### src/rtl/mem_arbiter_pkg.sv
// Shared types and defaults for the unified-memory arbiter.
package mem_arbiter_pkg;

    localparam int unsigned DEF_ADDR_W  = 16;
    localparam int unsigned DEF_DATA_W  = 16;
    localparam int unsigned DEF_MEM_LAT = 4;

    typedef enum logic [1:0] {
        ST_IDLE = 2'd0,
        ST_IF   = 2'd1,
        ST_D    = 2'd2
    } arb_state_t;

endpackage

### src/rtl/mem_arbiter_lat_counter.sv
// Access latency counter: loads MEM_LAT-1 on grant, counts down while busy,
// and flags zero on the final cycle of the access.
module lat_counter #(
    parameter int unsigned MEM_LAT = 4
) (
    input  logic clk,
    input  logic rst,
    input  logic i_load,
    input  logic i_dec,
    output logic o_zero
);

    localparam int unsigned CNT_W = $clog2(MEM_LAT) + 1;

    logic [CNT_W-1:0] r_cnt;

    // Load on grant, otherwise decrement until zero
    always_ff @(posedge clk) begin
        if (rst) begin
            r_cnt <= '0;
        end else if (i_load) begin
            r_cnt <= CNT_W'(MEM_LAT - 1);
        end else if (i_dec && (r_cnt != '0)) begin
            r_cnt <= r_cnt - CNT_W'(1);
        end
    end

    assign o_zero = (r_cnt == '0);

endmodule

### src/rtl/mem_arbiter.sv
// Arbitrates one fixed-latency single-ported memory between the fetch port
// and the data port. Data has fixed priority; one access in flight at a time.
module mem_arbiter
    import mem_arbiter_pkg::*;
#(
    parameter int unsigned ADDR_W  = DEF_ADDR_W,
    parameter int unsigned DATA_W  = DEF_DATA_W,
    parameter int unsigned MEM_LAT = DEF_MEM_LAT
) (
    input  logic              clk,
    input  logic              rst,
    input  logic              if_req,
    input  logic [ADDR_W-1:0] if_addr,
    output logic              if_ack,
    output logic [DATA_W-1:0] if_rdata,
    input  logic              d_re,
    input  logic              d_we,
    input  logic [ADDR_W-1:0] d_addr,
    input  logic [DATA_W-1:0] d_wdata,
    output logic              d_ack,
    output logic [DATA_W-1:0] d_rdata,
    input  logic              hlt,
    output logic              halted,
    output logic              mem_re,
    output logic              mem_we,
    output logic [ADDR_W-1:0] mem_addr,
    output logic [DATA_W-1:0] mem_wdata,
    input  logic [DATA_W-1:0] mem_rdata
);

    arb_state_t r_state;
    arb_state_t w_state_nxt;

    logic              r_if_ack;
    logic              r_d_ack;
    logic [DATA_W-1:0] r_if_rdata;
    logic [DATA_W-1:0] r_d_rdata;
    logic              r_halted;
    logic              r_mem_re;
    logic              r_mem_we;
    logic [ADDR_W-1:0] r_mem_addr;
    logic [DATA_W-1:0] r_mem_wdata;

    logic w_d_go;
    logic w_if_go;
    logic w_cnt_zero;
    logic w_grant_d;
    logic w_grant_if;
    logic w_done_if;
    logic w_done_d;
    logic w_cnt_load;
    logic w_cnt_dec;

    // A port whose ack is high this cycle is still holding its old request
    assign w_d_go  = (d_re | d_we) & ~r_d_ack;
    assign w_if_go = if_req & ~r_if_ack & ~hlt;

    lat_counter #(
        .MEM_LAT (MEM_LAT)
    ) u_lat (
        .clk    (clk),
        .rst    (rst),
        .i_load (w_cnt_load),
        .i_dec  (w_cnt_dec),
        .o_zero (w_cnt_zero)
    );

    // State register
    always_ff @(posedge clk) begin
        if (rst) begin
            r_state <= ST_IDLE;
        end else begin
            r_state <= w_state_nxt;
        end
    end

    // Next-state: grant from IDLE, return to IDLE when the counter expires
    always_comb begin
        w_state_nxt = r_state;
        case (r_state)
            ST_IDLE: begin
                if (w_d_go) begin
                    w_state_nxt = ST_D;
                end else if (w_if_go) begin
                    w_state_nxt = ST_IF;
                end
            end
            ST_IF, ST_D: begin
                if (w_cnt_zero) begin
                    w_state_nxt = ST_IDLE;
                end
            end
            default: w_state_nxt = ST_IDLE;
        endcase
    end

    // FSM outputs: grant and completion strobes, counter control
    always_comb begin
        w_grant_d  = (r_state == ST_IDLE) & w_d_go;
        w_grant_if = (r_state == ST_IDLE) & ~w_d_go & w_if_go;
        w_done_if  = (r_state == ST_IF) & w_cnt_zero;
        w_done_d   = (r_state == ST_D) & w_cnt_zero;
        w_cnt_load = w_grant_d | w_grant_if;
        w_cnt_dec  = (r_state == ST_IF) | (r_state == ST_D);
    end

    // Registered memory interface, acks and read data
    always_ff @(posedge clk) begin
        if (rst) begin
            r_if_ack    <= 1'b0;
            r_d_ack     <= 1'b0;
            r_if_rdata  <= '0;
            r_d_rdata   <= '0;
            r_halted    <= 1'b0;
            r_mem_re    <= 1'b0;
            r_mem_we    <= 1'b0;
            r_mem_addr  <= '0;
            r_mem_wdata <= '0;
        end else begin
            r_if_ack <= w_done_if;
            r_d_ack  <= w_done_d;
            r_halted <= hlt & (r_state == ST_IDLE);
            if (w_grant_d) begin
                r_mem_addr  <= d_addr;
                r_mem_wdata <= d_wdata;
                r_mem_we    <= d_we;
                r_mem_re    <= ~d_we;
            end else if (w_grant_if) begin
                r_mem_addr <= if_addr;
                r_mem_we   <= 1'b0;
                r_mem_re   <= 1'b1;
            end
            if (w_done_if) begin
                r_if_rdata <= mem_rdata;
            end
            if (w_done_d && !r_mem_we) begin
                r_d_rdata <= mem_rdata;
            end
            if (w_done_if || w_done_d) begin
                r_mem_re <= 1'b0;
                r_mem_we <= 1'b0;
            end
        end
    end

    assign if_ack    = r_if_ack;
    assign d_ack     = r_d_ack;
    assign if_rdata  = r_if_rdata;
    assign d_rdata   = r_d_rdata;
    assign halted    = r_halted;
    assign mem_re    = r_mem_re;
    assign mem_we    = r_mem_we;
    assign mem_addr  = r_mem_addr;
    assign mem_wdata = r_mem_wdata;

endmodule

### config.mk
export PLATFORM = sky130hd
export DESIGN_NAME = mem_arbiter
export DESIGN_NICKNAME = d
export VERILOG_FILES = /design/src/rtl/mem_arbiter_pkg.sv /design/src/rtl/mem_arbiter_lat_counter.sv /design/src/rtl/mem_arbiter.sv
export SDC_FILE = /design/constraint.sdc
export NUM_CORES = 1
export LEC_CHECK = 0
export CORE_MARGIN = 3
export CORE_UTILIZATION = 46
export CTS_BUF_LIST = sky130_fd_sc_hd__clkbuf_8
export CTS_CLUSTER_DIAMETER = 80
export DETAILED_ROUTE_END_ITERATION = 7
export PLACE_DENSITY = 0.88
export SLEW_MARGIN = 20
export SYNTH_ARGS = -nofsm -noshare
export SYNTH_HDL_FRONTEND = slang
export SYNTH_SLANG_ARGS = --single-unit
### constraint.sdc
create_clock -name clk -period 3.8 [get_ports clk]
set_input_delay 0.76 -clock clk [delete_from_list [all_inputs] [get_ports clk]]
set_output_delay 0.76 -clock clk [all_outputs]
set_load 0.05 [all_outputs]
== Word level (Yosys, flattened, before mapping) ==
Index checks and enable logic that the tools add are counted.

* Register bits: 74
* Input bits: 70
* Output and inout port bits: 69
* Logic and storage cells: 59

* Add/sub/neg operators: 1
* Equality and inequality tests: 4
* Muxes and demuxes: 12
* Bitwise logic cells: 17
* Reductions and logical operators: 13

{| class="wikitable"
|+ Operators with widths
! operator !! number
|-
| 16-bit two-way mux || 2
|-
| 2-bit two-way mux || 5
|-
| 1-bit bitwise AND || 9
|-
| 2-bit OR reduction || 3
|-
| 1-bit NOT || 5
|-
| 1-bit two-way mux || 4
|-
| 2-bit one-hot mux with 2 select lines || 1
|-
| 2-bit nonzero test || 2
|-
| 3-bit logical NOT || 1
|-
| 3-bit inequality test, second input constant || 1
|-
| 1-bit OR || 3
|-
| 3-bit nonzero test || 1
|-
| 3-bit by 1-bit subtractor with 3-bit output, second input constant || 1
|-
| 2-bit by 1-bit == test with 1-bit output, second input constant || 1
|-
| 2-bit == test, second input constant || 1
|-
| 1-bit logical AND || 2
|-
| 2-bit logical NOT || 1
|-
| 2-bit inequality test, second input constant || 1
|-
| 2-bit AND reduction || 1
|-
| 1-bit logical NOT || 1
|-
| 1-bit logical OR || 1
|}

== Logic depth before layout (Yosys ltp) ==
Gate-level depths: netlist of run 1.

* Depth after elaboration: 7
* Mapped depth: 7

== Hierarchy ==
Synthesis of run 1 repeated with hierarchy kept, for this count alone.

* Cells, all modules: 327
* Area total of the unflattened synthesis: 3,151.8 µm²

{| class="wikitable"
|+ By module, submodules not included
! module !! times used !! cells each !! area each (µm²)
|-
| mem_arbiter || 1 || 310 || 2,967.8
|-
| lat_counter || 1 || 17 || 183.9
|}

== Worst setup path before layout of run 1 ==
No wires, ideal clock.

* Kind: input -> register
* From: input port rst
* To: register r_if_rdata[10] (netlist: if_rdata[10])
* Library setup time: 117 ps
* Data arrival time: 1,528 ps
* Data required time: 3,683 ps
* Path slack: 2,155 ps
* Stages on the path: 4
* Path through: clkbuf_1 a21oi_2 buf_2 a22o_1

{| class="wikitable"
|+ RTL lines
! element !! RTL line !! text
|-
| start, declared || mem_arbiter.sv:11 || <nowiki>input logic rst,</nowiki>
|-
| end signal, assigned || mem_arbiter.sv:134 || <nowiki>r_if_rdata <= mem_rdata;</nowiki>
|-
| end, declared || mem_arbiter.sv:36 || <nowiki>logic [DATA_W-1:0] r_if_rdata;</nowiki>
|}

== Worst setup path in the final report of run 1 ==
* From: input port d_we
* To: register r_mem_addr[11] (netlist: mem_addr[11])

* Cells in the longest elaborated chain, start to end: 6
* Elaborated cells between the ends (all ways): 8
* Those cells by class: 1 x mux; 6 x bitwise; 1 x reduce/logical

{| class="wikitable"
|+ RTL lines
! element !! RTL line !! text
|-
| start, declared || mem_arbiter.sv:17 || <nowiki>input logic d_we,</nowiki>
|-
| 1-bit OR * || mem_arbiter.sv:55 || <nowiki>assign w_d_go = (d_re | d_we) & ~r_d_ack;</nowiki>
|-
| 1-bit bitwise AND * || mem_arbiter.sv:55 ||
|-
| 1-bit NOT || mem_arbiter.sv:100 || <nowiki>w_grant_if = (r_state == ST_IDLE) & ~w_d_go & w_if_go;</nowiki>
|-
| 1-bit bitwise AND (2 in series) || mem_arbiter.sv:100 ||
|-
| 2-bit nonzero test (no line) || n/a ||
|-
| end signal, assigned || mem_arbiter.sv:124 || <nowiki>r_mem_addr <= d_addr;</nowiki>
|-
| end signal, assigned || mem_arbiter.sv:129 || <nowiki>r_mem_addr <= if_addr;</nowiki>
|-
| end, declared || mem_arbiter.sv:41 || <nowiki>logic [ADDR_W-1:0] r_mem_addr;</nowiki>
|}

Mark *: on every way between the ends. The rest lies on a longest branch, timed or not.
A chain may end at the register's enable or synchronous reset.

==> flow_summary.json, run 1 <==
{
  "leakage_uw": 0.00165,
  "synth_compound_area_frac": 0.223,
  "drive_gt1_frac": 0.0633,
  "area_growth_pct": 52.3,
  "fin_nets": 528,
  "synth_top_area_share": 0.500,
  "crit_path_end": "mem_addr[11]",
  "max_freq_ghz": 0.418,
  "drt-total-wl_um": 9450,
  "setup_viol": 0,
  "cp-startpoint": "d_we",
  "ys_seq_elements": 74,
  "cts.sink_count": 74,
  "critPathCaptureType": "flop",
  "fp.dieW_um": 86.2,
  "finalWeightedCongestion": 0.849,
  "cp_max_fo": 19,
  "die_area_um2": 7440,
  "fin_worst_skew_ns": 0.0142,
  "seq_area_um2": 1480,
  "hold_ws_ns": 0.460,
  "vdd_drop_max_v": 0.000483,
  "post_cts_resized": 0,
  "worstSetupPathType": "input pin to flop",
  "core_um2": 6060,
  "r2r_setup_slack_ns": 1.84,
  "dr.pass1.iters": 4,
  "synth.distinct_cells": 43,
  "ys_warn_count": 0,
  "antenna_found_initial": 0,
  "tns_ns": 0,
  "grt_pass1_vias": 2950,
  "grt_use_total": 0.253,
  "pwr_density_cell_nw_per_um2": 684,
  "cts_setup_buffers": 0,
  "antenna_left": 0,
  "min_period_ns": 2.39,
  "rsz0062_at_grt": "false",
  "relSlewSlack": 0.443,
  "path_clk_slew_ns": 0.08,
  "yosysTopAreaCell": "dfxtp_1",
  "hp-class": "flop to flop",
  "clock_path_buffers": 2,
  "wire_per_inst_um": 17.7,
  "grt_overflow_total": 0,
  "worst_path_max_delay_cell": "or2_1",
  "diodes": 0,
  "reg2reg_depth": 5,
  "first_iter_violations": 199,
  "slew_viol_final": 0,
  "min_period_over_period": 0.630,
  "syn-num-nets": 406,
  "grt_pass1_wl_um": 14800,
  "die_h_um": 86.2,
  "fp-row-count": 28,
  "path_cells": "clkdlybuf4s50_1 -> or2_1 -> nand2_2 -> a311oi_1",
  "cts_made_buffers": 9,
  "synth_fa_ha_area_frac": 0.0211,
  "timing.rr.end": "mem_re",
  "crit_required_ns": 4.05,
  "synth-simple-area-share": 0.191,
  "syn_area_um2": 2960,
  "worstSetupStartpointType": "input pin",
  "cts-root-buf": "clkbuf_8",
  "synth_top_family_by_area": "compound AO/OA/AOI/OAI gates",
  "maxCapViolCount": 0,
  "grt_max_degree": 55,
  "via_count": 2988,
  "hpwl_um": 6600,
  "ios": 139,
  "portBuffers": 138,
  "cpPeakStageDelay_ns": 0.59,
  "synth_cells": 331,
  "ctsHtreeMaxLevel": 3,
  "seq_area_frac_synth": 0.500,
  "outcome": "finished, final reports clean",
  "drc": 0,
  "clk_latency_ns": 0.35,
  "multi_input_area_um2": 1290,
  "fillCellCount": 442,
  "tritoncts": "built",
  "syn_area_per_cell_um2": 8.95,
  "synthTopCellsByArea": "dfxtp_1 (50%), nand2_1 (8.4%), a21oi_1 (5.6%)",
  "max_slew.worst_pin.slew_ns": 0.836,
  "reg2reg_from": "r_state[0]",
  "ctsHoldBuffers": 0,
  "synth_xor_area_frac": 0,
  "start_util": 0.489,
  "crit_arrival_ns": 2.65,
  "viasPerCell": 5.61,
  "hold_viol": 0,
  "muxShareOfSynthArea": 0
}
-- synthesized netlist by cell type, drive strengths merged --
| library cell | count |
|---|---|
| o22ai | 1 |
| a2111oi | 2 |
| and4bb | 2 |
| nand2 | 67 |
| a31oi | 2 |
| a221oi | 1 |
| buf | 18 |
| or2 | 1 |
| and3 | 3 |
| o211ai | 1 |
| dfxtp | 74 |
| clkbuf | 11 |
| ha | 5 |
| nor2b | 1 |
| a22o | 16 |
| o21ai | 20 |
| nand3 | 17 |
| or3 | 1 |
| nand4bb | 2 |
| inv | 7 |
| nor3b | 1 |
| a21boi | 1 |
| a21oi | 34 |
| nor3 | 16 |
| nor2 | 3 |
| a311oi | 16 |
| o211a | 1 |
| a211oi | 2 |
| and2b | 1 |
| a31o | 1 |
| nand2b | 2 |
| nor4b | 1 |
-- cell families after synthesis --
kind of cell / count (synthesis)
buffers and inverters: 36
AOI/OAI and AO/OA: 98
DFF: 74
and+or+nand+nor: 118
adders and majority gates: 5
-- placed cells by master (no fill, tap or decap), types with 2 or more instances in the layout --
cell type,synthesis,layout
dfxtp_1,74,74
nand4bb_1,2,2
bufinv_16,0,2
a211oi_1,2,2
a31oi_1,2,2
o21ai_0,20,20
and3_1,2,2
buf_4,4,2
a22o_1,16,16
inv_1,7,8
ha_1,5,5
nor3_1,16,16
clkdlybuf4s50_1,0,137
a21oi_1,33,33
nand3_1,17,17
nor2_1,2,2
nand2_1,66,66
a311oi_1,15,15
clkbuf_8,0,11
-- power by group --
| group | internal [µW] | switching, µW | total [µW] |
|---|---|---|---|
| combinational | 461 | 933 | 1390 |
| sequential | 922 | 78.6 | 1000 |
| clock | 403 | 290 | 693 |
| total | 1790 | 1300 | 3090 |
-- worst max-delay path: cells and delay by family --
| family | cells | cell delay (ns) |
|---|---|---|
| compound gates | 1 | 0.34 |
| simple gates | 2 | 0.98 |
| buf+inv | 1 | 0.56 |
-- flip-flops by register name, indices dropped and copies added, names as in the netlist --
name	count
d_ack	1
d_rdata	16
halted	1
if_ack	1
if_rdata	16
mem_addr	16
mem_re	1
mem_wdata	16
mem_we	1
r_state	2
u_lat.r_cnt	3
-- area by class of cell --
| type | count | share of cell area |
|---|---|---|
| clock inverters | 5 | 0.0172 |
| clock buffers | 11 | 0.0336 |
| inverters | 7 | 0.00582 |
| repair buffers | 140 | 0.308 |
| multi-input cells | 221 | 0.286 |
| well taps | 75 | 0.0208 |
| flip-flops and latches | 74 | 0.328 |
-- how the worst min path moves through the flow --
stage,start,depth (start not counted),slack (ns),end
after floorplan,u_lat.r_cnt[1],2,0.47,u_lat.r_cnt[1]
after global placement,d_rdata[5],2,0.44,d_rdata[5]
after detailed placement,d_rdata[11],2,0.45,d_rdata[11]
after CTS,d_rdata[11],2,0.46,d_rdata[11]
after global routing,d_rdata[7],2,0.48,d_rdata[7]
final,d_rdata[5],2,0.46,d_rdata[5]
-- layer usage --
metal  global-route usage  part of all wire  up-vias
li1                     -                 -     1426
met1                0.295              0.39     1416
met2                0.433              0.52      119
met3               0.0542             0.056       27
met4                0.133             0.035        0
met5                    0                 0        -
-- metrics by stage --
step / total power, µW / cells / setup slack [ns] / utilization / cell area (µm²)
floorplan: 1980 / 331 / 2.16 / - / 2960
global placement: 2360 / 517 / 1.21 / 0.706 / 4280
detailed placement: 2400 / 517 / 1.08 / 0.707 / 4280
CTS: 3090 / 533 / 1.44 / 0.744 / 4510
global route: 3220 / 533 / 1.27 / 0.744 / 4510
finish: 3090 / 533 / 1.41 / 0.744 / 4510
Power figures use the tool's default switching activity.
==> run 2, diff against run 1 <==
--- a/config.mk
+++ b/config.mk
@@ -6,11 +6,11 @@
 export NUM_CORES = 1
 export LEC_CHECK = 0
 export CORE_MARGIN = 3
-export CORE_UTILIZATION = 46
+export CORE_UTILIZATION = 42
 export CTS_BUF_LIST = sky130_fd_sc_hd__clkbuf_8
 export CTS_CLUSTER_DIAMETER = 80
 export DETAILED_ROUTE_END_ITERATION = 7
-export PLACE_DENSITY = 0.88
+export PLACE_DENSITY = 0.82
 export SLEW_MARGIN = 20
 export SYNTH_ARGS = -nofsm -noshare
 export SYNTH_HDL_FRONTEND = slang
==> constraint.sdc (replaced) <==
create_clock -name clk -period 2.5 [get_ports clk]
set_input_delay 0.5 -clock clk [delete_from_list [all_inputs] [get_ports clk]]
set_output_delay 0.5 -clock clk [all_outputs]
set_load 0.05 [all_outputs]
==> flow_summary.json, run 2 (synthesized netlist as in run 1, its figures left out) <==
{
  "relSlewSlack": 0.481,
  "setup_viol": 0,
  "drc": 0,
  "clock_path_buffers": 2,
  "diodes": 0,
  "hold_viol": 0,
  "vdd_drop_max_v": 0.000841,
  "p_comb_frac": 0.447,
  "stdcell_count": 555,
  "cts_setup_buffers": 0,
  "ctsHoldBuffers": 0,
  "antenna_found_initial": 0,
  "pwr_density_cell_nw_per_um2": 1040,
  "grt_pass1_wl_um": 14200,
  "p_sw_frac": 0.411,
  "cpLargestDelayFamily": "buffers and inverters",
  "seq_area_um2": 1480,
  "power_frac_seq": 0.320,
  "maxCapViolCount": 0,
  "grt_use_total": 0.217,
  "placed_cells": 540,
  "critPathCaptureType": "output pin",
  "portBuffers": 138,
  "max_freq_ghz": 0.479,
  "post_cts_resized": 0,
  "cpPeakStageDelay_ns": 0.86,
  "core_um2": 6600,
  "cts.sink_count": 74,
  "final_common_cell": "clkdlybuf4s50_1",
  "cts-root-buf": "clkbuf_8",
  "outcome": "finished, final reports clean",
  "p_int_uw": 2810,
  "viasPerCell": 5.36,
  "die_area_um2": 8090,
  "clk_latency_ns": 0.35,
  "ios": 139,
  "area_growth_pct": 55.1,
  "cp_num_buf_inv": 1,
  "path_clk_slew_ns": 0.08,
  "setup_slack_ns": 0.414,
  "start_util": 0.448,
  "finalWeightedCongestion": 0.842,
  "ctsHtreeMaxLevel": 3,
  "fin_worst_skew_ns": 0.00751,
  "p_sw_uw": 1960,
  "multi_input_area_um2": 1290,
  "tritoncts": "built",
  "max_slew.worst_pin.slew_ns": 0.779,
  "drt-total-wl_um": 8920,
  "cp_max_fo": 4,
  "fp-row-count": 29,
  "first_iter_violations": 150,
  "worstSetupPathType": "flop to output pin",
  "worstSetupStartpointType": "flop",
  "cts_made_buffers": 9,
  "drive_gt1_frac": 0.0714,
  "hpwl_um": 6380,
  "hp-class": "flop to flop",
  "wire_per_inst_um": 16.1,
  "clkPwrFrac": 0.233,
  "fp.dieW_um": 90.0,
  "via_count": 2973,
  "place_ws_ns": 0.303,
  "grt_pass1_vias": 2849,
  "die_h_um": 90.0,
  "crit_arrival_ns": 1.59,
  "crit_required_ns": 2.00,
  "fin_nets": 533,
  "antenna_left": 0,
  "fillCellCount": 523,
  "min_period_over_period": 0.835,
  "rsz0062_at_grt": "false",
  "dr.pass1.iters": 6,
  "grt_max_degree": 35,
  "grt_overflow_total": 0,
  "min_period_ns": 2.09,
  "slew_viol_final": 0,
  "layout_common_cells": "clkdlybuf4s50_1 (137), dfxtp_1 (74), nand2_1 (66)",
  "path_cells": "clkdlybuf4s50_1",
  "tns_ns": 0,
  "leakage_uw": 0.00168,
  "worst_path_max_delay_cell": "clkdlybuf4s50_1"
}
[run 2: cell types whose count changed in the layout (fill, tap and decap cells not counted), sizes merged]
cell and delta:
bufinv +1, clkinv -1, clkinvlp +1, inv -1, clkbuf -1, buf +5
[run 2: final timing paths]
| check | cells after the start | start | to | slack [ns] |
|---|---|---|---|---|
| hold reg to reg | 2 | d_rdata[15] | d_rdata[15] | 0.46 |
| setup reg to reg | 5 | r_state[0] | mem_addr[0] | 0.60 |
| setup / recovery | 1 | mem_we | mem_we | 0.41 |
| hold / removal | 2 | d_rdata[15] | d_rdata[15] | 0.46 |
[run 2: final cells by class]
type,count,area share
clock inverter,5,0.0223
multi-input combinational,221,0.280
tap,93,0.0253
inverter,7,0.00572
sequential,74,0.323
timing repair buffer,145,0.314
clock buffer,10,0.0300
[run 2: per-stage QoR]
stage	hold slack (ns)	power, µW	instance area (µm²)	util
after global routing	0.481	4980	4590	0.696
after global placement	0.442	3620	4350	0.659
after detailed placement	0.448	3670	4350	0.659
after CTS	0.458	4790	4590	0.696
after floorplan	0.473	3010	2960	-
final	0.458	4770	4590	0.696
[run 2: layer usage]
layer	up-vias	track usage	wire length [µm]
met4	0	0.108	201
li1	1434	-	-
met3	19	0.0551	601
met1	1399	0.266	3790
met5	-	0	0
met2	121	0.355	4330
[run 2: power by group through the flow]
stage,clock [µW],combinational (µW),sequential (µW)
floorplan,0,790,2210
global placement,0,2080,1540
detailed placement,0,2120,1550
CTS,1130,2130,1520
global route,1170,2260,1550
finish,1110,2130,1520
